<file path="src/rtl/mul_seq_pkg.sv">
// Shared types and helpers for the iterative shift-add multiplier.
// The optional early-out path is enabled by defining MUL_EARLY_OUT_EN.
package mul_seq_pkg;

  typedef enum logic [1:0] {
    MUL_FREE = 2'b00,
    MUL_ON   = 2'b01,
    MUL_END  = 2'b10
  } mul_state_e;

  localparam logic [4:0] MUL_LAST_CNT = 5'd31;

  // Unsigned magnitude; 0x8000_0000 maps onto itself, which is still correct
  // when the value is read back as a 32-bit unsigned number.
  function automatic logic [31:0] mag32(input logic [31:0] v, input logic sgn);
    return (sgn && v[31]) ? (~v + 32'd1) : v;
  endfunction

endpackage

</file>
<file path="src/rtl/mul_seq.sv">
// Iterative 32x32 -> 64 multiplier on the execute-stage start/ready handshake.
// Build option: MUL_EARLY_OUT_EN stops iterating once the remaining multiplier is zero.
//
// state    | meaning
// ---------+----------------------------------------------------------
// MUL_FREE | idle, waiting for start_i without annul_i
// MUL_ON   | one shift-add step per cycle on the latched magnitudes
// MUL_END  | product presented with ready_o until start_i drops or annul_i
module mul_seq
  import mul_seq_pkg::*;
(
  input  logic        clk,
  input  logic        rst,
  input  logic        signed_mul_i,
  input  logic [31:0] opdata1_i,
  input  logic [31:0] opdata2_i,
  input  logic        start_i,
  input  logic        annul_i,
  output logic [63:0] result_o,
  output logic        ready_o
);

  mul_state_e  state;
  logic [4:0]  cnt;
  logic [63:0] mcand;
  logic [31:0] mpr;
  logic [63:0] acc;
  logic        neg;

  logic [31:0] mag1;
  logic [31:0] mag2;
  logic [63:0] acc_step;
  logic [31:0] mpr_shift;
  logic        last_step;

  always_comb begin
    mag1      = mag32(opdata1_i, signed_mul_i);
    mag2      = mag32(opdata2_i, signed_mul_i);
    acc_step  = mpr[0] ? (acc + mcand) : acc;
    mpr_shift = mpr >> 1;
    last_step = (cnt == MUL_LAST_CNT);
`ifdef MUL_EARLY_OUT_EN
    if (mpr_shift == 32'd0) last_step = 1'b1;
`endif
  end

  always_ff @(posedge clk or posedge rst) begin
    if (rst) begin
      state    <= MUL_FREE;
      cnt      <= 5'd0;
      mcand    <= 64'd0;
      mpr      <= 32'd0;
      acc      <= 64'd0;
      neg      <= 1'b0;
      result_o <= 64'd0;
      ready_o  <= 1'b0;
    end else begin
      case (state)
        MUL_FREE: begin
          if (start_i && !annul_i) begin
            mcand <= {32'd0, mag1};
            mpr   <= mag2;
            neg   <= (opdata1_i[31] ^ opdata2_i[31]) & signed_mul_i;
            acc   <= 64'd0;
            cnt   <= 5'd0;
            state <= MUL_ON;
`ifdef MUL_EARLY_OUT_EN
            if (mag1 == 32'd0 || mag2 == 32'd0) begin
              state    <= MUL_END;
              result_o <= 64'd0;
              ready_o  <= 1'b1;
            end
`endif
          end
        end

        MUL_ON: begin
          if (annul_i) begin
            acc   <= 64'd0;
            cnt   <= 5'd0;
            state <= MUL_FREE;
          end else begin
            acc   <= acc_step;
            mcand <= mcand << 1;
            mpr   <= mpr_shift;
            cnt   <= cnt + 5'd1;
            if (last_step) begin
              // Product is registered on the final step so END drives it directly.
              state    <= MUL_END;
              result_o <= neg ? (64'd0 - acc_step) : acc_step;
              ready_o  <= 1'b1;
            end
          end
        end

        MUL_END: begin
          if (!start_i || annul_i) begin
            state    <= MUL_FREE;
            result_o <= 64'd0;
            ready_o  <= 1'b0;
          end
        end

        default: begin
          state    <= MUL_FREE;
          result_o <= 64'd0;
          ready_o  <= 1'b0;
        end
      endcase
    end
  end

endmodule
</file>
<file path="config.mk">
export PLATFORM = sky130hd
export DESIGN_NAME = mul_seq
export DESIGN_NICKNAME = d
export VERILOG_FILES = /design/src/rtl/mul_seq_pkg.sv /design/src/rtl/mul_seq.sv
export SDC_FILE = /design/constraint.sdc
export NUM_CORES = 1
export LEC_CHECK = 0
export ABC_AREA = 1
export CAP_MARGIN = 20
export CORE_MARGIN = 5
export CORE_UTILIZATION = 25
export CTS_CLUSTER_SIZE = 8
export DETAILED_ROUTE_END_ITERATION = 6
export RECOVER_POWER = 100
export SLEW_MARGIN = 40
export SYNTH_ARGS = -nofsm -noshare
export SYNTH_HDL_FRONTEND = slang
export SYNTH_SLANG_ARGS = --single-unit
</file>
<file path="constraint.sdc">
create_clock -name clk -period 18.6 [get_ports clk]
set_input_delay 3.72 -clock clk [delete_from_list [all_inputs] [get_ports clk]]
set_output_delay 3.72 -clock clk [all_outputs]
set_load 0.005 [all_outputs]
</file>
# After elaboration in Yosys (flattened, before gate mapping)
# Index checks and enable logic that the tools add are counted.
dict set report classes {
  shifts 0
  eq_ne 8
  n_mux 29
  div 0
  n_bitwise 5
  add_sub_neg 5
  reduce_logical 13
  order_cmp 0
  multipliers 0
}
# cell count
set op_table {}
lappend op_table {{$mux 64} 9}
lappend op_table {{$pmux 64 s2} 2}
lappend op_table {{$pmux 64 s3} 1}
lappend op_table {{$mux 32} 4}
lappend op_table {{$add 32x1->32 const B} 2}
lappend op_table {{$add 64x64->64} 1}
lappend op_table {{$not 32->32} 2}
lappend op_table {{$pmux 32 s2} 1}
lappend op_table {{$sub 1x64->64 const A} 1}
lappend op_table {{$mux 5} 2}
lappend op_table {{$pmux 5 s2} 1}
lappend op_table {{$mux 2} 4}
lappend op_table {{$ne 2x2->1 const B} 4}
lappend op_table {{$pmux 2 s3} 1}
lappend op_table {{$reduce_and 3->1} 2}
lappend op_table {{$add 5x1->5 const B} 1}
lappend op_table {{$eq 5x5->1 const B} 1}
lappend op_table {{$reduce_and 2->1} 2}
lappend op_table {{$reduce_and 4->1} 1}
lappend op_table {{$logic_and 1x1->1} 3}
lappend op_table {{$mux 1} 3}
lappend op_table {{$ne 3x3->1 const B} 1}
lappend op_table {{$pmux 1 s3} 1}
lappend op_table {{$eq 2x1->1 const B} 1}
lappend op_table {{other kinds (8)} 9}
dict set report word_totals {
  wordCells 68
  n_memories 0
  reg_bits 233
  ramBits 0
  rom_bits 0
  output_inout_bits 65
  latchBits 0
  inputBits 69
}

# Depth between registers and ports, before layout
dict set report depth {
  word_depth 7
  mapped_depth 27
  depth_no_buf 27
}

# Worst setup path after synthesis
# Ideal clock, no wire load.
dict set report synth_path {
  path_type {input -> register}
  start {input port opdata1_i[1]}
  end {register mcand[30]}
  stages 15
  path_slack_ns 12.864
  t_required_ns 18.477
  t_arrival_ns 5.613
  path_buffers 0
  cell_sequence {inv_1 -> ha_1 -> nand2_1 -> nor3_1 -> inv_1 -> nor3_1 -> nand2_1 -> or3_1 -> nor2_1 -> nand3_1 -> nand2_1 -> o21ai_0 -> xor2_1 -> o21ai_0 -> nand2_1}
}
dict set report synth_via {
  elab_chain_len 5
}
# item line
set synth_rtl {}
lappend synth_rtl {{from (decl)} mul_seq.sv:15} ;# input logic [31:0] opdata1_i,
lappend synth_rtl {{$not 32->32} mul_seq_pkg.sv:16} ;# return (sgn && v[31]) ? (~v + 32'd1) : v;
lappend synth_rtl {{$add 32x1->32} mul_seq_pkg.sv:16}
lappend synth_rtl {{$mux 32} mul_seq_pkg.sv:16}
lappend synth_rtl {{$mux 64} mul_seq.sv:60} ;# if (start_i && !annul_i) begin
lappend synth_rtl {{$pmux 64 s2} mul_seq.sv:58} ;# case (state)
lappend synth_rtl {{to (signal assigned)} mul_seq.sv:61} ;# mcand <= {32'd0, mag1};
lappend synth_rtl {{to (signal assigned)} mul_seq.sv:84} ;# mcand <= mcand << 1;
lappend synth_rtl {{to (decl)} mul_seq.sv:25} ;# logic [63:0] mcand;
# Every way passes these cells. The select of a mux whose other input is x is not followed.
# A chain may end at the register's enable or synchronous reset.

# Worst setup path in the final report
dict set report layout_path {
  start {input port annul_i}
  end {register mcand[5]}
}
dict set report layout_via {
  elab_chain_len 4
  elab_cells_between_ends 5
  cone_classes {2 x eq/ne; 3 x reduce/logical}
}
# item line
set layout_rtl {}
lappend layout_rtl {{from (decl)} mul_seq.sv:18} ;# input logic annul_i,
lappend layout_rtl {{$logic_not 1->1} mul_seq.sv:60}
lappend layout_rtl {{$logic_and 1x1->1} mul_seq.sv:60}
lappend layout_rtl {{$ne 2x2->1 (no source line)} n/a}
lappend layout_rtl {{$reduce_and 3->1 (no source line) *} n/a}
# Mark *: on every way between the ends. The rest lies on a longest branch, timed or not.

==> impl_results.html <==
<table>
<tr><th>Metric</th><th>Value</th></tr>
<tr><th colspan="2">Power and ir drop</th></tr>
<tr><td>Worst IR Drop VDD</td><td>58.8 uV</td></tr>
<tr><td>Sum of internal, switching and leakage power</td><td>2230 uW</td></tr>
<tr><td>Power density over the cells</td><td>between 90 and 100 nW/um^2</td></tr>
<tr><td>Static Leak</td><td>roughly 0.012 uW</td></tr>
<tr><th colspan="2">Layout</th></tr>
<tr><td>Share of final-layout standard cells stronger than drive strength 1</td><td>under 10%</td></tr>
<tr><td>Count of non-filler cells in the finished layout</td><td>4353</td></tr>
<tr><td>Syn-to-layout area delta</td><td>17.0%</td></tr>
<tr><td>Fin nets</td><td>approximately 3400</td></tr>
<tr><td>Number of diodes</td><td>0</td></tr>
<tr><td>Final Instance Area</td><td>between 20000 and 25000 um^2</td></tr>
<tr><th colspan="2">Clock network</th></tr>
<tr><td>Post-CTS Setup Repair Bufs</td><td>0</td></tr>
<tr><td>Post-CTS sizing</td><td>0</td></tr>
<tr><td>Clock H-tree levels</td><td>2</td></tr>
<tr><td>Clock slew at reported path FFs</td><td>50 ps</td></tr>
<tr><td>Number of sinks handled by clock tree synthesis</td><td>approximately 230</td></tr>
<tr><td>Clock latency on the worst-skew pair</td><td>560 ps</td></tr>
<tr><td>Clock buffer count from CTS</td><td>35</td></tr>
<tr><td>CTS Hold Buffers Added</td><td>0</td></tr>
<tr><td>Clock tree from TritonCTS</td><td>built</td></tr>
<tr><td>CTS root buffer</td><td>clkbuf_16</td></tr>
<tr><td>Max Root-Sink Buffers</td><td>3</td></tr>
<tr><th colspan="2">Run status</th></tr>
<tr><td>Violated checks</td><td>max-capacitance violations, max-slew violations</td></tr>
<tr><td>Outcome</td><td>finished, violations left</td></tr>
<tr><th colspan="2">Floorplan</th></tr>
<tr><td>Core Box Area</td><td>77500 um^2</td></tr>
<tr><td>Die area</td><td>~84000 um^2</td></tr>
<tr><td>Vertical extent of the die</td><td>approximately 290 um</td></tr>
<tr><td>Die Wd</td><td>between 200 and 300 um</td></tr>
<tr><td>Initial Util</td><td>about 25%</td></tr>
<tr><td>Number of rows created at floorplan</td><td>about 100</td></tr>
<tr><td>I/O pin cnt</td><td>about 130</td></tr>
<tr><th colspan="2">Critical path</th></tr>
<tr><td>Launch point of the worst path</td><td>annul_i</td></tr>
<tr><td>Worst Path Class, Setup</td><td>in -&gt; reg</td></tr>
<tr><td>Worst reg2reg setup slack</td><td>roughly 12000 ps</td></tr>
<tr><td>Critical Path AT</td><td>~10000 ps</td></tr>
<tr><td>Worst reg-to-reg path cell count</td><td>11</td></tr>
<tr><td>Type of origin of the critical path</td><td>primary input</td></tr>
<tr><td>Critical path capture point type</td><td>register</td></tr>
<tr><td>Worst-path fanout max</td><td>slightly above 100</td></tr>
<tr><td>Terminus of the critical flop-to-flop path</td><td>result_o[37]</td></tr>
<tr><td>R2r startpoint</td><td>state[1]</td></tr>
<tr><td>Required time worst endpoint</td><td>around 19000 ps</td></tr>
<tr><th colspan="2">Logic synthesis</th></tr>
<tr><td>Net count after synthesis</td><td>~3400</td></tr>
<tr><td>Average instance area after synthesis</td><td>6.07 um^2</td></tr>
<tr><td>Cell types with the highest counts after synthesis</td><td>nand2_1, inv_1, o21ai_0</td></tr>
<tr><td>Fraction of registers with async set or reset after synthesis</td><td>100%</td></tr>
<tr><td>Instance count of the mapped netlist</td><td>roughly 3200</td></tr>
<tr><td>Largest area contributor in the synthesized netlist</td><td>dfrtp_1</td></tr>
<tr><td>EDFF count, synth</td><td>0</td></tr>
<tr><td>Commonest register cell after synthesis</td><td>dfrtp_1</td></tr>
<tr><td>Flip-flop and latch count after synthesis</td><td>233</td></tr>
<tr><td>Proportion of synthesized chip area in sequential cells</td><td>29.9%</td></tr>
<tr><td>Synth area leaders</td><td>dfrtp_1, nand2_1, inv_1</td></tr>
<tr><td>Number of different library cells in the post-synthesis netlist</td><td>48</td></tr>
<tr><td>Share of the synthesized area in the top cell type</td><td>between 20% and 30%</td></tr>
<tr><td>Number of warnings issued by yosys</td><td>0</td></tr>
<tr><td>Post-Syn Area</td><td>19500 um^2</td></tr>
<tr><td>Most numerous cell in the Yosys netlist</td><td>nand2_1</td></tr>
<tr><th colspan="2">STA</th></tr>
<tr><td>Setup clock skew after layout</td><td>~33 ps</td></tr>
<tr><td>Hold Fails Final Rpt</td><td>0</td></tr>
<tr><td>Final worst setup slack</td><td>about 9000 ps</td></tr>
<tr><td>Max-Slew Margin vs Limit</td><td>-156%</td></tr>
<tr><td>Setup violations, final</td><td>0</td></tr>
<tr><td>Setup TNS</td><td>0 ps</td></tr>
<tr><td>Unrepaired setup endpoints after global routing</td><td>false</td></tr>
<tr><td>Highest clock frequency the design can meet</td><td>104 MHz</td></tr>
<tr><td>Slew of the pin with the lowest slew margin</td><td>between 3000 and 4000 ps</td></tr>
<tr><td>Minimum clock period</td><td>9570 ps</td></tr>
<tr><td>Final period util</td><td>between 50 and 60%</td></tr>
<tr><td>Max-slew violation count</td><td>roughly 540</td></tr>
<tr><th colspan="2">Route</th></tr>
<tr><td>Router iterations before antenna repair</td><td>6</td></tr>
<tr><td>Overall via count from detail_route</td><td>around 21000</td></tr>
<tr><td>Detailed router's first-iteration violation count</td><td>1787</td></tr>
<tr><td>Post-route ant nets</td><td>0</td></tr>
<tr><td>Via-to-Cell Ratio</td><td>between 4 and 5</td></tr>
<tr><td>Routed wire length per instance</td><td>16.6 um</td></tr>
<tr><td>DRC errors left</td><td>0</td></tr>
<tr><td>Final wirelength</td><td>72.3 mm</td></tr>
<tr><th colspan="2">Flow run</th></tr>
<tr><td>Maxcap violations</td><td>9</td></tr>
<tr><th colspan="2">Placed design</th></tr>
<tr><td>Post-place instance area</td><td>roughly 22000 um^2</td></tr>
<tr><td>HPWL after DPL</td><td>approximately 56 mm</td></tr>
<tr><td>Dpl cells</td><td>roughly 4300</td></tr>
<tr><td>Count of buffers from port buffering</td><td>approximately 130</td></tr>
<tr><td>Global placement routability congestion</td><td>just under 1</td></tr>
<tr><td>Pre-CTS worst setup slack</td><td>11910 ps</td></tr>
<tr><th colspan="2">GRT</th></tr>
<tr><td>First-pass GRT wire length</td><td>about 110 mm</td></tr>
<tr><td>Via count of the first global-routing pass</td><td>~19000</td></tr>
<tr><td>Sum of overflow across all layers after global routing</td><td>0</td></tr>
<tr><td>Antenna violations before repair</td><td>0</td></tr>
<tr><td>Largest net degree at the start of global routing</td><td>~100</td></tr>
<tr><td>Global Route Usage Sum</td><td>roughly 17%</td></tr>
<tr><th colspan="2">Worst hold path</th></tr>
<tr><td>Class of the most critical hold timing path</td><td>reg -&gt; reg</td></tr>
<tr><td>Endpoint of the worst hold path</td><td>result_o[62]</td></tr>
<tr><td>Startpoint of the lowest-slack hold path</td><td>result_o[62]</td></tr>
<tr><td>Number of cells traversed by the worst hold path</td><td>2</td></tr>
</table>
worst max-delay path, stage by stage:
cell and delay (ps):
dlygate4sd3_1 570, inv_1 70, nand2_1 60, nor2_1 100
nor2_4 120, clkbuf_1 1780, clkbuf_1 2800, o21ai_0 520
placed cells by master (no fill, tap or decap), types with 9 or more instances in the layout:
| cell | Yosys | layout |
|---|---|---|
| a21oi_1 | 128 | 128 |
| a22o_1 | 13 | 13 |
| a32o_1 | 10 | 10 |
| clkbuf_1 | 70 | 13 |
| clkbuf_16 | 0 | 35 |
| clkdlybuf4s50_1 | 0 | 63 |
| dfrtp_1 | 233 | 231 |
| dlygate4sd3_1 | 0 | 70 |
| ha_1 | 68 | 68 |
| inv_1 | 446 | 443 |
| inv_2 | 9 | 9 |
| nand2_1 | 1195 | 1195 |
| nand2_2 | 28 | 28 |
| nand3_1 | 228 | 227 |
| nand4_1 | 30 | 30 |
| nor2_1 | 229 | 226 |
| nor2_2 | 16 | 16 |
| nor2_4 | 6 | 9 |
| nor3_1 | 32 | 32 |
| o211ai_1 | 12 | 12 |
| o21ai_0 | 262 | 274 |
| o21ai_1 | 24 | 12 |
| o22ai_1 | 41 | 41 |
| or2_2 | 12 | 12 |
| xor2_1 | 19 | 19 |
logic make-up after synthesis:
group	after synthesis	share of synthesized area [%]
XOR/XNOR	27	1.21
adder cells (fa/ha/maj)	69	4.46
AO/OA/AOI/OAI	520	14.8
AND/OR/NAND/NOR	1811	38.8
buffers and inverters	556	10.9
flip-flops	233	29.9
registers in the layout, summed over array words and instances (netlist names):
| name | cells |
|---|---|
| acc | 64 |
| cnt | 5 |
| mcand | 64 |
| mpr | 32 |
| neg | 1 |
| ready_o | 1 |
| result_o | 64 |
| state | 2 |
power breakdown:
part | leakage (uW) | total (uW) | internal, uW | switching (uW)
Clock | 0.000465 | 587 | 345 | 242
Sequential | 0.00312 | 654 | 575 | 79.0
Combinational | 0.00811 | 990 | 292 | 698
Total | 0.0117 | 2230 | 1210 | 1020
final cells by class:
class	count	area (um^2)
fillers	8610	54600
clock buffers	42	922
clock inverters	3	26.3
inverters	459	1730
well taps	1040	1300
multi-input cells	2427	11600
repair buffers	149	1430
flip-flops and latches	233	5830
stage by stage:
step,utilization [%],hold WS [ps]
5_1_grt,29.5,497
3_5_place_dp,28.3,462
6_report,29.5,469
2_1_floorplan,-,444
3_3_place_gp,28.3,460
4_1_cts,29.5,476
metal layers:
layer	GRT usage (%)	share of wire (%)	vias to the layer above
met1	23.6	47	9555
met5	0	0	-
met2	27.5	45	564
met3	2.68	5.8	86
li1	-	-	10400
met4	4.51	2.5	0
worst max-delay path by stage:
stage / to / slack [ps]
finish: mcand[5] / 9030
global route: neg / 8030
CTS: result_o[36] / 12460
detailed placement: result_o[36] / 11910
global placement: result_o[30] / 11950
floorplan: acc[0] / 8490
Note: power is estimated with default switching activity, not from simulation.
